<file path="config.mk">
export PLATFORM = sky130hd
export DESIGN_NAME = wishbone_slave_to_rtsnoc_mt
export DESIGN_NICKNAME = d
export VERILOG_FILES = /design/src/rtl/wishbone_slave_to_rtsnoc_mt.sv
export SDC_FILE = /design/constraint.sdc
export NUM_CORES = 1
export LEC_CHECK = 0
export CORE_MARGIN = 5
export CORE_UTILIZATION = 40
export DETAILED_ROUTE_END_ITERATION = 7
export PLACE_DENSITY = 0.89
export SLEW_MARGIN = 10
export SYNTH_ARGS = -nofsm -noshare
export SYNTH_HDL_FRONTEND = slang
export SYNTH_SLANG_ARGS = --single-unit
</file>
<file path="constraint.sdc">
create_clock -name clk_i -period 3.3 [get_ports clk_i]
set_clock_uncertainty 0.05 [all_clocks]
set_input_delay 0.495 -clock clk_i [delete_from_list [all_inputs] [get_ports clk_i]]
set_output_delay 0.495 -clock clk_i [all_outputs]
set_load 0.01 [all_outputs]
</file>
<file path="src/rtl/wishbone_slave_to_rtsnoc_mt.sv">
// Wishbone slave bridging one address window onto N_TGT RTSNoC nodes, one transaction in flight.
// Optional read-response timeout enabled by defining RTSNOC_WB_TIMEOUT_EN.
module wishbone_slave_to_rtsnoc_mt #(
    parameter int                  WB_ADDR_WIDTH     = 6,
    parameter int                  WB_NOC_DATA_WIDTH = 32,
    parameter logic [2:0]          NOC_LOCAL_ADR     = 3'd0,
    parameter int                  SOC_SIZE_X        = 1,
    parameter int                  SOC_SIZE_Y        = 1,
    parameter logic [SOC_SIZE_X-1:0] NOC_X           = '0,
    parameter logic [SOC_SIZE_Y-1:0] NOC_Y           = '0,
    parameter int                  N_TGT             = 2,
    parameter logic [N_TGT*(SOC_SIZE_X+SOC_SIZE_Y+3)-1:0] TGT_MAP = '0,
    parameter int                  TIMEOUT_CYCLES    = 255,
    localparam int TGT_SEL_W       = (N_TGT > 1) ? $clog2(N_TGT) : 1,
    localparam int NOC_HEADER_SIZE = 2*SOC_SIZE_X + 2*SOC_SIZE_Y + 6,
    localparam int NOC_BUS_SIZE    = WB_NOC_DATA_WIDTH + NOC_HEADER_SIZE
) (
    input  logic                         clk_i,
    input  logic                         rst_i,
    input  logic                         wb_cyc_i,
    input  logic                         wb_stb_i,
    input  logic [WB_ADDR_WIDTH-1:0]     wb_adr_i,
    input  logic [3:0]                   wb_sel_i,
    input  logic                         wb_we_i,
    input  logic [WB_NOC_DATA_WIDTH-1:0] wb_dat_i,
    output logic [WB_NOC_DATA_WIDTH-1:0] wb_dat_o,
    output logic                         wb_ack_o,
    output logic                         wb_err_o,
    output logic [N_TGT-1:0]             noc_int_o,
    output logic [NOC_BUS_SIZE-1:0]      noc_din_o,
    output logic                         noc_wr_o,
    output logic                         noc_rd_o,
    input  logic [NOC_BUS_SIZE-1:0]      noc_dout_i,
    input  logic                         noc_wait_i,
    input  logic                         noc_nd_i
);

    localparam int W       = WB_NOC_DATA_WIDTH;
    localparam int E       = SOC_SIZE_X + SOC_SIZE_Y + 3;
    localparam int RA_W    = WB_ADDR_WIDTH - TGT_SEL_W;
    localparam int IRQ_BIT = W - 6;
    localparam logic [E-1:0] ORIG = {NOC_X, NOC_Y, NOC_LOCAL_ADR};

    typedef enum logic [3:0] {
        IDLE, SEND_CMD, WAIT_CMD, SEND_DAT, WAIT_DAT, WAIT_RSP, LOCAL, ACK, ERR
    } state_t;

    state_t                 r_state, w_next;
    logic [TGT_SEL_W-1:0]   r_tgt;
    logic [RA_W-1:0]        r_radr;
    logic [3:0]             r_sel;
    logic                   r_we;
    logic [W-1:0]           r_dat;
    logic                   r_bad;
    logic                   r_rd;
    logic [W-1:0]           r_rdata;
    logic [N_TGT-1:0]       r_int;

    logic                   w_req;
    logic [TGT_SEL_W-1:0]   w_in_tgt;
    logic [RA_W-1:0]        w_in_radr;
    logic                   w_in_bad;
    logic                   w_in_local;
    logic [E-1:0]           w_rx_orig;
    logic [W-1:0]           w_rx_pay;
    logic [E-1:0]           w_dst;
    logic [W-1:0]           w_cmd;
    logic                   w_rsp_hit;
    logic                   w_tmo;
    logic [N_TGT-1:0]       w_int_set;
    logic [N_TGT-1:0]       w_int_clr;
    logic                   w_unused;

    assign w_req      = wb_cyc_i & wb_stb_i;
    assign w_in_tgt   = wb_adr_i[WB_ADDR_WIDTH-1 -: TGT_SEL_W];
    assign w_in_radr  = wb_adr_i[RA_W-1:0];
    assign w_in_bad   = (32'(w_in_tgt) >= 32'(N_TGT));
    // All-ones remote address on a write is the local interrupt-clear register.
    assign w_in_local = wb_we_i & (&w_in_radr);

    assign w_rx_orig  = noc_dout_i[NOC_BUS_SIZE-1 -: E];
    assign w_rx_pay   = noc_dout_i[W-1:0];

    always_comb begin
        w_dst = '0;
        for (int i = 0; i < N_TGT; i++)
            if (r_tgt == TGT_SEL_W'(i)) w_dst = TGT_MAP[i*E +: E];
    end

    always_comb begin
        w_cmd              = '0;
        w_cmd[W-1]         = r_we;
        w_cmd[W-2 -: 4]    = r_sel;
        w_cmd[RA_W-1:0]    = r_radr;
    end

    assign w_rsp_hit = r_rd && (r_state == WAIT_RSP) && (w_rx_orig == w_dst);

    // A matching read response takes priority over treating the flit as an interrupt.
    always_comb begin
        w_int_set = '0;
        w_int_clr = '0;
        for (int i = 0; i < N_TGT; i++) begin
            w_int_set[i] = r_rd && w_rx_pay[IRQ_BIT] && !w_rsp_hit &&
                           (w_rx_orig == TGT_MAP[i*E +: E]);
            w_int_clr[i] = (r_state == LOCAL) && !r_bad && (r_tgt == TGT_SEL_W'(i));
        end
    end

`ifdef RTSNOC_WB_TIMEOUT_EN
    logic [15:0] r_tmo;

    always_ff @(posedge clk_i) begin
        if (!rst_i)                   r_tmo <= '0;
        else if (r_state == WAIT_RSP) r_tmo <= r_tmo + 16'd1;
        else                          r_tmo <= '0;
    end

    assign w_tmo    = (r_state == WAIT_RSP) && !w_rsp_hit && (r_tmo == 16'(TIMEOUT_CYCLES - 1));
    assign w_unused = ^noc_dout_i[W+E-1:W];
`else
    assign w_tmo    = 1'b0;
    assign w_unused = ^{noc_dout_i[W+E-1:W], 16'(TIMEOUT_CYCLES)};
`endif

    always_comb begin
        w_next    = r_state;
        wb_ack_o  = 1'b0;
        wb_err_o  = 1'b0;
        noc_wr_o  = 1'b0;
        noc_din_o = '0;
        unique case (r_state)
            IDLE:     if (w_req) w_next = (w_in_bad || w_in_local) ? LOCAL : SEND_CMD;
            SEND_CMD: begin
                noc_wr_o  = 1'b1;
                noc_din_o = {ORIG, w_dst, w_cmd};
                w_next    = WAIT_CMD;
            end
            WAIT_CMD: begin
                noc_din_o = {ORIG, w_dst, w_cmd};
                if (!noc_wait_i) w_next = r_we ? SEND_DAT : WAIT_RSP;
            end
            SEND_DAT: begin
                noc_wr_o  = 1'b1;
                noc_din_o = {ORIG, w_dst, r_dat};
                w_next    = WAIT_DAT;
            end
            WAIT_DAT: begin
                noc_din_o = {ORIG, w_dst, r_dat};
                if (!noc_wait_i) w_next = ACK;
            end
            WAIT_RSP: begin
                if (w_rsp_hit)  w_next = ACK;
                else if (w_tmo) w_next = ERR;
            end
            LOCAL:    w_next = r_bad ? ERR : ACK;
            ACK: begin
                wb_ack_o = 1'b1;
                w_next   = IDLE;
            end
            ERR: begin
                wb_err_o = 1'b1;
                w_next   = IDLE;
            end
            default:  w_next = IDLE;
        endcase
    end

    always_ff @(posedge clk_i) begin
        if (!rst_i) begin
            r_state <= IDLE;
            r_tgt   <= '0;
            r_radr  <= '0;
            r_sel   <= '0;
            r_we    <= 1'b0;
            r_dat   <= '0;
            r_bad   <= 1'b0;
            r_rd    <= 1'b0;
            r_rdata <= '0;
            r_int   <= '0;
        end else begin
            r_state <= w_next;
            // One consume strobe per new-data indication, even if nd lingers a cycle.
            r_rd    <= noc_nd_i & ~r_rd;
            r_int   <= (r_int & ~w_int_clr) | w_int_set;
            if (r_state == IDLE && w_req) begin
                r_tgt  <= w_in_tgt;
                r_radr <= w_in_radr;
                r_sel  <= wb_sel_i;
                r_we   <= wb_we_i;
                r_dat  <= wb_dat_i;
                r_bad  <= w_in_bad;
            end
            if (w_rsp_hit)  r_rdata <= w_rx_pay;
            else if (w_tmo) r_rdata <= '1;
        end
    end

    assign wb_dat_o  = r_rdata;
    assign noc_rd_o  = r_rd;
    assign noc_int_o = r_int;

endmodule

</file>
# Word-level counts from Yosys, hierarchy flattened
# Cells that the tools add are included.
# Widths: inputs -> output; s select.
# word_totals
elab_cells	56
out_inout_bits	80
reg_bits	82
# classes
reduce_logical	16
bitwise_logic	8
n_eq_ne	12
n_mux	11
# op_table
cell	count
$pmux 32 s2	1
$pmux 4 s7	1
$eq 4x3->1 const B	4
$mux 4	4
$eq 4x2->1 const B	2
$logic_and 1x1->1	8
$ne 2x2->1 const B	4
$mux 3	2
$reduce_or 2->1	3
$logic_not 5->1	1
$reduce_and 5->1	1
$eq 4x1->1 const B	1
$eq 4x4->1 const B	1
$logic_not 4->1	1
$reduce_and 4->1	1
$and 1x1->1	3
$mux 1	3
$and 2x2->2	1
$not 1->1	2
$not 2->2	1
$or 2x2->2	1
$logic_not 1->1	1

# Depth between registers and ports, before layout
# Gate-level depths: netlist of run 1.
# logic_depth
ltp_word	7
mapped_depth	7

# Worst setup path before layout of run 1
# OpenSTA, ideal clock, no wires.
# synth_path
path_type	input to register
start	in noc_dout_i[40]
end	reg r_rdata[0], in the netlist wb_dat_o[0]
slack_ps	1154
arrival_time_ps	1980
path_stages	6
path_cell_list	or4b_1 -> or4_1 -> buf_6 -> buf_8 -> mux2i_1 -> nor2b_1
# synth_via
elab_chain_len	2
# synth_lines
element	line	source
start: declaration	33	input logic [NOC_BUS_SIZE-1:0] noc_dout_i,
$logic_not 5->1	97	assign w_rsp_hit = r_rd && (r_state == WAIT_RSP) && (w_rx_orig == w_dst);
$logic_and 1x1->1	97	
end signal: assignment	194	if (w_rsp_hit) r_rdata <= w_rx_pay;
end: declaration	56	logic [W-1:0] r_rdata;
# Every way passes these cells.
# A chain may end at the register's enable or synchronous reset.

# Worst setup path in the final report of run 1
# layout_path
start	reg r_state[1]
end	out noc_din_o[31]
# layout_via
elab_chain_len	3
# layout_lines
element	line	source
start: declaration	48	state_t r_state, w_next;
start signal: assignment	182	r_state <= w_next;
$eq 4x3->1, or another cell as far along	132	unique case (r_state)
$reduce_or 2->1 (no line)	--	
$pmux 32 s2 *	132	
end: declaration	30	output logic [NOC_BUS_SIZE-1:0] noc_din_o,
# Mark *: on every way between the ends. The rest lies on a longest branch, timed or not.

==> results of run 1 <==
cell type report:
cell class | instances | share of cell area
clock buffers | 10 | 0.0262
multi-input cells | 286 | 0.330
flip-flops and latches | 81 | 0.308
clock inverters | 5 | 0.00619
repair buffers | 160 | 0.301
well taps | 108 | 0.0257
inverters | 4 | 0.00286
cell families after synthesis:
kind of cell,share of synthesized area
AOI/OAI and AO/OA,0.147
xor gates and xnor gates,0.00246
buffers and inverters,0.0696
DFF,0.456
muxes,0.0900
other,0.00105
and+or+nand+nor,0.234
where the power goes:
part / internal (W) / switching, W / leakage, nW / total, W
clock: 0.000287 / 0.000351 / 0.0802 / 0.000638
combinational: 0.000327 / 0.000356 / 1.33 / 0.000682
sequential: 0.00106 / 0.000104 / 0.657 / 0.00117
total: 0.00168 / 0.000811 / 2.06 / 0.00249
registers in the layout (all words and copies together), names as in the netlist:
| register | cells |
|---|---|
| r_dat | 32 |
| r_state | 3 |
| wb_dat_o | 32 |
| r_we | 1 |
| r_tgt | 1 |
| noc_rd_o | 1 |
| r_sel | 4 |
| noc_int_o | 2 |
| r_radr | 5 |
final timing paths:
| path | startpoint | endpoint | slack (ps) | depth (start not counted) |
|---|---|---|---|---|
| worst max register to register | r_state[0] | wb_dat_o[27] | 1140 | 5 |
| worst min-delay path | noc_rd_o | noc_rd_o | 390 | 1 |
| worst max-delay path | r_state[1] | noc_din_o[31] | 210 | 5 |
| worst min register to register | noc_rd_o | noc_rd_o | 390 | 1 |
through the flow:
step	total power, W	util
finish	0.00249	0.606
floorplan	0.00157	-
global placement	0.00185	0.586
global route	0.00265	0.606
detailed placement	0.00188	0.586
CTS	0.00252	0.606
cell usage after synthesis:
cell type  number  area share
or3_1           1      0.0018
inv_1           4      0.0042
nor2b_1        33       0.058
nand4_1         1      0.0018
nand2_1        93       0.098
buf_8           3       0.013
o311a_1         1      0.0028
o22ai_1         2      0.0035
a21boi_0       45       0.095
nand3_1         3      0.0042
o2bb2ai_1       1      0.0025
mux2i_1        32       0.090
buf_6           1      0.0032
buf_4          11       0.023
a2111oi_0       2      0.0049
conb_1          1      0.0011
nand2b_1        2      0.0035
o21ai_0         7      0.0098
and3_1          2      0.0035
nand3b_1        2      0.0042
or4b_1          1      0.0028
nor4bb_1        2      0.0056
nor2_1          4      0.0042
dfxtp_1        81        0.46
clkbuf_1       24       0.025
and2_1         22       0.039
or4_1           1      0.0021
buf_1           1      0.0011
nor3_1          4      0.0056
o31ai_1         1      0.0021
a22o_1          9       0.022
a21oi_1         3      0.0042
xnor2_1         1      0.0025
per-layer routing:
metal,up-vias,track usage
li1,1588,-
met1,1427,0.197
met2,140,0.294
met3,5,0.0888
met4,0,0.0426
met5,-,0
worst register-to-register path, cell delays in order, from the launching register on:
cell	delay (ps)
dfxtp_1	630
nand3b_1	240
or4_2	600
buf_4	260
mux2i_1	210
nor2b_1	70
==> results_dict.tcl, run 1 <==
set metrics [dict create \
    synthesis.area_mm2 0.00356 \
    most-common-layout-cells "clkdlybuf4s50_1, nand2_1, dfxtp_1" \
    yosys_warnings 0 \
    route.detailed.drc 0 \
    seq_area_frac_synth 0.456 \
    crit_buf_inv 2 \
    layout_commonest_cell "clkdlybuf4s50_1" \
    cp_slowest_stage_delay_ps 690 \
    powerDensity_mw_per_mm2 473 \
    io_buffers 154 \
    fp.dieW_um 104 \
    arrival_ps 2540 \
    vias_per_cell 4.83 \
    fin_ws_ps 214 \
    grt_max_degree 83 \
    crit_path_max_fanout 31 \
    dp.cells 639 \
    place_hpwl_mm 7.04 \
    instances_no_fill 654 \
    die_h_um 104 \
    synth_cell_types 33 \
    cts_hold_buf 0 \
    clockRootBuffer "clkbuf_8" \
    drt_iter0_drc 209 \
    post-route-period-util 0.935 \
    fmax_ghz 0.324 \
    gr-total-overflow 0 \
    fin_setup_tns_ps 0 \
    pin_count 171 \
    hold_ws_ps 390 \
    worstPathCellList "nand2_1, o22ai_2, buf_4, a22o_1, clkdlybuf4s50_1" \
    worstHoldPathType "reg2reg" \
    core_mm2 0.00868 \
    netlist_instances 401 \
    post_dp_cell_area_mm2 0.00509 \
    clock_latency_ps 340 \
    setup_violations 0 \
    fin_area_mm2 0.00526 \
    rsz0062_at_grt "false" \
    outcome "finished clean" \
    tritoncts "yes" \
    drtAntennaViolNets 0 \
    highest_layer "met4" \
    cellLeakagePower_nw 2.06 \
    ir_drop_v 0.000258 \
    multiInputGateArea_mm2 0.00173 \
    drv_cap 0 \
    grt_first_pass_wirelength_mm 15.7 \
    num_antenna_cells 0 \
    antenna_found_initial 0 \
    wl_met2_mm 4.48 \
    rows 34 \
    slew_headroom 0.215 \
    dr_total_vias 3160 \
    ys_ff_latch 81 \
    pre_cts_slack_ps 445 \
    cts.clk_slew.worst_paths_ps 80 \
    critical_path_class "reg2out" \
    cts_inserted_buffers 9 \
    final_layout_size_suffix_gt1_frac 0.0440 \
    wl_met1_mm 4.13 \
    avgSynthCellArea_um2 8.87 \
    end_kind "output port" \
    drv_slew 0 \
    cp_slowest_cell "dfxtp_1" \
    wl_met3_mm 1.01 \
    cp-start-kind "flip-flop" \
    firstDrtPassIters 4 \
    clock_sinks 81 \
    fin_crit_ps 3090 \
    wirelength_mm 9.71 \
    track_usage 0.175 \
    tightest_slew_ps 1180 \
    critical_path.top_delay_family "buffers and inverters" \
    fp.dieArea_mm2 0.0109 \
    critPathRequiredTime_ps 2750 \
    grt_pass1_vias 3118 \
    wl_per_cell_um 14.8 \
    gp_congestion 0.731 \
    clockBufferDepth 2 \
    cts_setup_buffers 0 \
    n_fill_cell 749 \
    start_util 0.410 \
    htreeDepth 3 \
    layout.nets 633 \
    syn2layout_area_growth_pct 47.7 \
    cts_resized 0 \
    seq_area_mm2 0.00162 \
    hold_viol 0 \
]
No activity file was read; power rests on OpenSTA's default activity.
==> inputs of run 2 (changes only) <==
--- a/config.mk
+++ b/config.mk
@@ -6,9 +6,9 @@
 export NUM_CORES = 1
 export LEC_CHECK = 0
 export CORE_MARGIN = 5
-export CORE_UTILIZATION = 40
+export CORE_UTILIZATION = 35
 export DETAILED_ROUTE_END_ITERATION = 7
-export PLACE_DENSITY = 0.89
+export PLACE_DENSITY = 0.81
 export SLEW_MARGIN = 10
 export SYNTH_ARGS = -nofsm -noshare
 export SYNTH_HDL_FRONTEND = slang
==> run 2 against run 1 <==
  * Global-route usage fell by 1.7 points
  * Power rose by 0.57%
  * Critical path depth did not move
  * Routed wire length rose by 1.8%
  * Worst hold slack improved by 21 ps
  * Design area rose by 0.86%
  * Via count rose by 0.47%
  * Combinational power barely moved
  * Register-to-register slack got worse by 120 ps
  * Die area rose by 13%
  * Critical endpoint is now noc_din_o[0]
==> results_dict.tcl, run 2 (synthesis gave the netlist of run 1 again) <==
set metrics [dict create \
    arrival_ps 2520 \
    tightest_slew_ps 909 \
    crit_buf_inv 2 \
    p_int_w 0.00167 \
    pin_count 171 \
    core_mm2 0.00986 \
    cp_slowest_stage_delay_ps 680 \
    cts_resized 0 \
    layout_commonest_cell "clkdlybuf4s50_1" \
    wl_met2_mm 4.44 \
    antenna_found_initial 0 \
    finish.utilization 0.538 \
    drtAntennaViolNets 0 \
    rsz0062_at_grt "false" \
    htreeDepth 3 \
    io_buffers 154 \
    cts_setup_buffers 0 \
    drv_slew 0 \
    worstPathCellList "nand2_1, o22ai_2, buf_4, a22o_1, clkdlybuf4s50_1" \
    ir_drop_v 0.000200 \
    gr-total-overflow 0 \
    crit_path_max_fanout 31 \
    track_usage 0.158 \
    drt_iter0_drc 193 \
    final_layout_size_suffix_gt1_frac 0.0475 \
    post-route-period-util 0.928 \
    tritoncts "yes" \
    min_from "r_dat[8]" \
    p_total_w 0.00250 \
    clockBufferDepth 2 \
    route.detailed.drc 0 \
    die_h_um 111 \
    num_antenna_cells 0 \
    critPathRequiredTime_ps 2750 \
    syn2layout_area_growth_pct 49.0 \
    layout.nets 633 \
    critical_path.top_delay_family "buffers and inverters" \
    powerDensity_mw_per_mm2 472 \
    wl_met3_um 785 \
    fin_crit_ps 3060 \
    hold_ws_ps 411 \
    p_switching_w 0.000835 \
    r2r_start "noc_rd_o" \
    clock_latency_ps 350 \
    critPathLaunch "r_state[1]" \
    slew_headroom 0.393 \
    switching_share 0.334 \
    highest_layer "met4" \
    dr_total_vias 3175 \
    cp_slowest_cell "dfxtp_1" \
    outcome "finished clean" \
    firstDrtPassIters 6 \
    power_frac_comb 0.273 \
    worstHoldPathType "reg2reg" \
    grt_max_degree 44 \
    cp-start-kind "flip-flop" \
    grt_first_pass_wirelength_mm 16.1 \
    wirelength_mm 9.88 \
    cellLeakagePower_nw 2.07 \
    fp.dieArea_mm2 0.0123 \
    wl_met1_mm 4.49 \
    clock_sinks 81 \
    fmax_ghz 0.327 \
    place_hpwl_mm 7.16 \
    clkPwrFrac 0.261 \
    cts_hold_buf 0 \
    critical_path_class "reg2out" \
    end_kind "output port" \
    gp_congestion 0.841 \
    p_seq_frac 0.466 \
    clockRootBuffer "clkbuf_8" \
    rows 36 \
    wl_per_cell_um 14.5 \
    fp.dieW_um 111 \
    fin_setup_tns_ps 0 \
    hold_viol 0 \
    start_util 0.361 \
    most-common-layout-cells "clkdlybuf4s50_1, nand2_1, dfxtp_1" \
    cts_inserted_buffers 9 \
    drv_cap 0 \
    grt_pass1_vias 3224 \
    cts.clk_slew.worst_paths_ps 80 \
    vias_per_cell 4.67 \
    setup_violations 0 \
]
==> run 2: power by group through the flow <==
stage | Combinational [W] | Clock [W] | Sequential [W]
CTS | 0.000692 | 0.000684 | 0.00117
detailed placement | 0.000687 | 0 | 0.00119
global route | 0.000758 | 0.000723 | 0.00118
finish | 0.000682 | 0.000654 | 0.00117
global placement | 0.000676 | 0 | 0.00118
floorplan | 0.000442 | 0 | 0.00112
==> run 2: final timing paths <==
kind / to / slack [ps] / depth (start not counted)
max: noc_din_o[0] / 240 / 5
min: r_dat[8] / 410 / 2
max reg2reg: wb_dat_o[9] / 1020 / 5
min reg2reg: r_dat[8] / 410 / 2
==> run 2: area by class of cell <==
cell class	count	area (um2)
inverter	4	15.0
multi-input combinational	286	1740
clock buffer	9	124
clock inverter	7	55.1
sequential	81	1620
tap	133	166
fill	903	4560
timing repair buffer	160	1580
==> run 2: worst min-delay path, stage by stage, from the launching register on <==
cell and delay, ps:
dfxtp_1 310, nand2_1 40, a21boi_0 60
==> run 2: metrics by stage <==
step	cell area, um2	cells	worst slack, ps
CTS	5300	680	210
finish	5300	680	238
floorplan	3600	411	1150
global placement	5120	664	472
detailed placement	5120	664	431
global route	5300	680	42.8
==> run 2: routing by layer <==
metal / vias to the layer above / GRT usage
met1: 1430 / 0.191
met5: - / 0
met4: 0 / 0.0419
met3: 12 / 0.0644
met2: 143 / 0.261
li1: 1590 / -
==> variant (config.mk and constraints of run 1) <==
The parameter `WB_NOC_DATA_WIDTH` goes from 32 to 28.
--- a/src/rtl/wishbone_slave_to_rtsnoc_mt.sv
+++ b/src/rtl/wishbone_slave_to_rtsnoc_mt.sv
@@ -2,7 +2,7 @@
 // Optional read-response timeout enabled by defining RTSNOC_WB_TIMEOUT_EN.
 module wishbone_slave_to_rtsnoc_mt #(
     parameter int                  WB_ADDR_WIDTH     = 6,
-    parameter int                  WB_NOC_DATA_WIDTH = 32,
+    parameter int                  WB_NOC_DATA_WIDTH = 28,
     parameter logic [2:0]          NOC_LOCAL_ADR     = 3'd0,
     parameter int                  SOC_SIZE_X        = 1,
     parameter int                  SOC_SIZE_Y        = 1,
Interface: changed (resized noc_din_o, noc_dout_i, wb_dat_i and wb_dat_o); port bits go from 171 to 155. No check against the original RTL was run, so the function may have changed too.
==> variant against run 1 <==
  * Count of clock-buffer cells in the layout grew 1
  * Setup slack lost 19 ps
  * Die area shrank 8.1%
  * Sequential share of layout area shrank 0.63 points
  * Highest routed layer unchanged
  * Power grew 1.8%
  * Final cell count shrank 8.6%
  * Routed wire length shrank 10%
  * Largest cell class unchanged
  * Area after synthesis shrank 8.9%
  * Critical endpoint is now noc_din_o[2]
  * Design area shrank 8.0%
  * Global-route usage shrank 0.45 points
  * Clock power grew 33%
  * Sequential cell count shrank 8
  * Worst hold slack lost 13 ps
==> variant: results (changes against run 1) <==
gpl congestion: 0.728 (was 0.731)
Met2 Routed Length: 4.37 mm (was 4.48 mm)
first-pass GRT wire length: 13.8 mm (was 15.7 mm)
GR Util met1: 0.198 (was 0.197)
met3 WL: 598 um (was 1.01 mm)
P_leak: 1.90 nW (was 2.06 nW)
worst-path fanout max: 19 (was 31)
ant diodes: 0 (unchanged)
synth cell count leaders: nand2_1, dfxtp_1, a21boi_0, nor2b_1, mux2i_1 (unchanged)
CP Data Arrival Time: 2560 ps (was 2540 ps)
vias in the first global route: 2907 (was 3118)
ys flop type: dfxtp_1 (unchanged)
M1 WL: 3.56 mm (was 4.13 mm)
worst reg2reg endpoint: wb_dat_o[11] (was wb_dat_o[27])
Worst Hold End: noc_rd_o (unchanged)
post-synthesis sequential area ratio: 0.451 (was 0.456)
GR Util met2: 0.297 (was 0.294)
drt first-iter violations: 131 (was 209)
Routed WL: 8.73 mm (was 9.71 mm)
Post-Syn Area per Cell: 8.88 sq um (was 8.87 sq um)
GR Util All Layers: 0.171 (was 0.175)
Worst R2R Setup Slack: 1230 ps (was 1140 ps)
hold path start: noc_rd_o (unchanged)
Post-CTS Resized: 0 (unchanged)
Hold Path Class: reg2reg (unchanged)
RR Startpoint: noc_rd_o (was r_state[0])
insertion delay to the later sink of the worst-skew pair: 320 ps (was 340 ps)
CTS Buf Count: 9 (unchanged)
Root Buffer: clkbuf_8 (unchanged)
Netlist cell types: 34 (was 33)
Placed Cells incl. Taps: 582 (was 639)
PortBufs: 138 (was 154)
vias per cell: 4.81 (was 4.83)
Worst Max-Slew Pin Slew: 1070 ps (was 1180 ps)
Post-CTS Setup Bufs: 0 (unchanged)
Reg clk slew, reported paths: 70 ps
Final nets: 574 (was 633)
Hold Crit Depth: 1 (unchanged)
WL/cell: 14.6 um (was 14.8 um)
Synth area leaders: dfxtp_1, nand2_1, a21boi_0 (unchanged)
initial antenna violation count: 0 (unchanged)
top-count cell post-synth: nand2_1 (unchanged)
detailed placement HPWL: 6.32 mm (was 7.04 mm)
Initial DRT Pass Iterations: 4 (unchanged)
R2R depth: 4 (was 5)
largest net degree at the start of global routing: 75 (was 83)
DR top layer: met4 (unchanged)
status: finished, final reports clean (unchanged)
capture point of the worst path: noc_din_o[2] (was noc_din_o[31])
share of cells above drive strength 1: 0.0444 (was 0.0440)
grt met3 use: 0.0459 (was 0.0888)
worst-case vdd ir drop: 290 uV (was 258 uV)
-- variant: cell count changes after synthesis, moves of 2 or more --
cell,delta
dfxtp_1,-8
and2_1,-4
clkbuf_1,-5
nand2_1,-8
nor2b_1,-4
buf_12,+2
a21boi_0,-4
mux2i_1,-4
buf_8,-3
-- variant: report_power, final --
part	switching, mW	total (mW)	internal, mW
clock network	0.325	0.847	0.522
logic	0.328	0.623	0.295
registers	0.102	1.06	0.961
total	0.755	2.53	1.78
-- variant: worst max-delay path, cell delays in order (launching register included) --
cell             delay (ps)
dfxtp_1                 700
xnor2_1                 140
nor2_1                  590
a22o_1                  250
clkdlybuf4s50_1         550
-- variant: stage by stage --
| step | utilization | cell area [sq um] | setup slack [ps] | power [mW] | hold WS (ps) |
|---|---|---|---|---|---|
| final | 0.620 | 4840 | 195 | 2.53 | 376 |
| after global routing | 0.620 | 4840 | 5.63 | 2.68 | 401 |
| after CTS | 0.620 | 4840 | 176 | 2.56 | 380 |
| after detailed placement | 0.588 | 4590 | 533 | 1.71 | 369 |
| after global placement | 0.588 | 4590 | 631 | 1.68 | 364 |
| after floorplan | - | 3280 | 1150 | 1.44 | 389 |
-- variant: cell families (layout without fill, tap and decap cells) --
family          after synthesis  count (layout)  share of synthesized area
compound gates               67              67                      0.152
xor+xnor                      1               1                    0.00270
other cells                   1              11                    0.00116
simple gates                155             155                      0.235
buf+inv                      40             161                     0.0718
flops                        73              73                      0.451
mux                          28              28                     0.0865
-- variant: area by class of cell --
cell class                      count  area (sq um)
Tap cell                          102           128
Clock buffer                       11           141
Multi-Input combinational cell    262          1590
Clock inverter                      5           103
Fill cell                         647          2970
Inverter                            4          15.0
Sequential cell                    73          1460
Timing Repair Buffer              141          1400
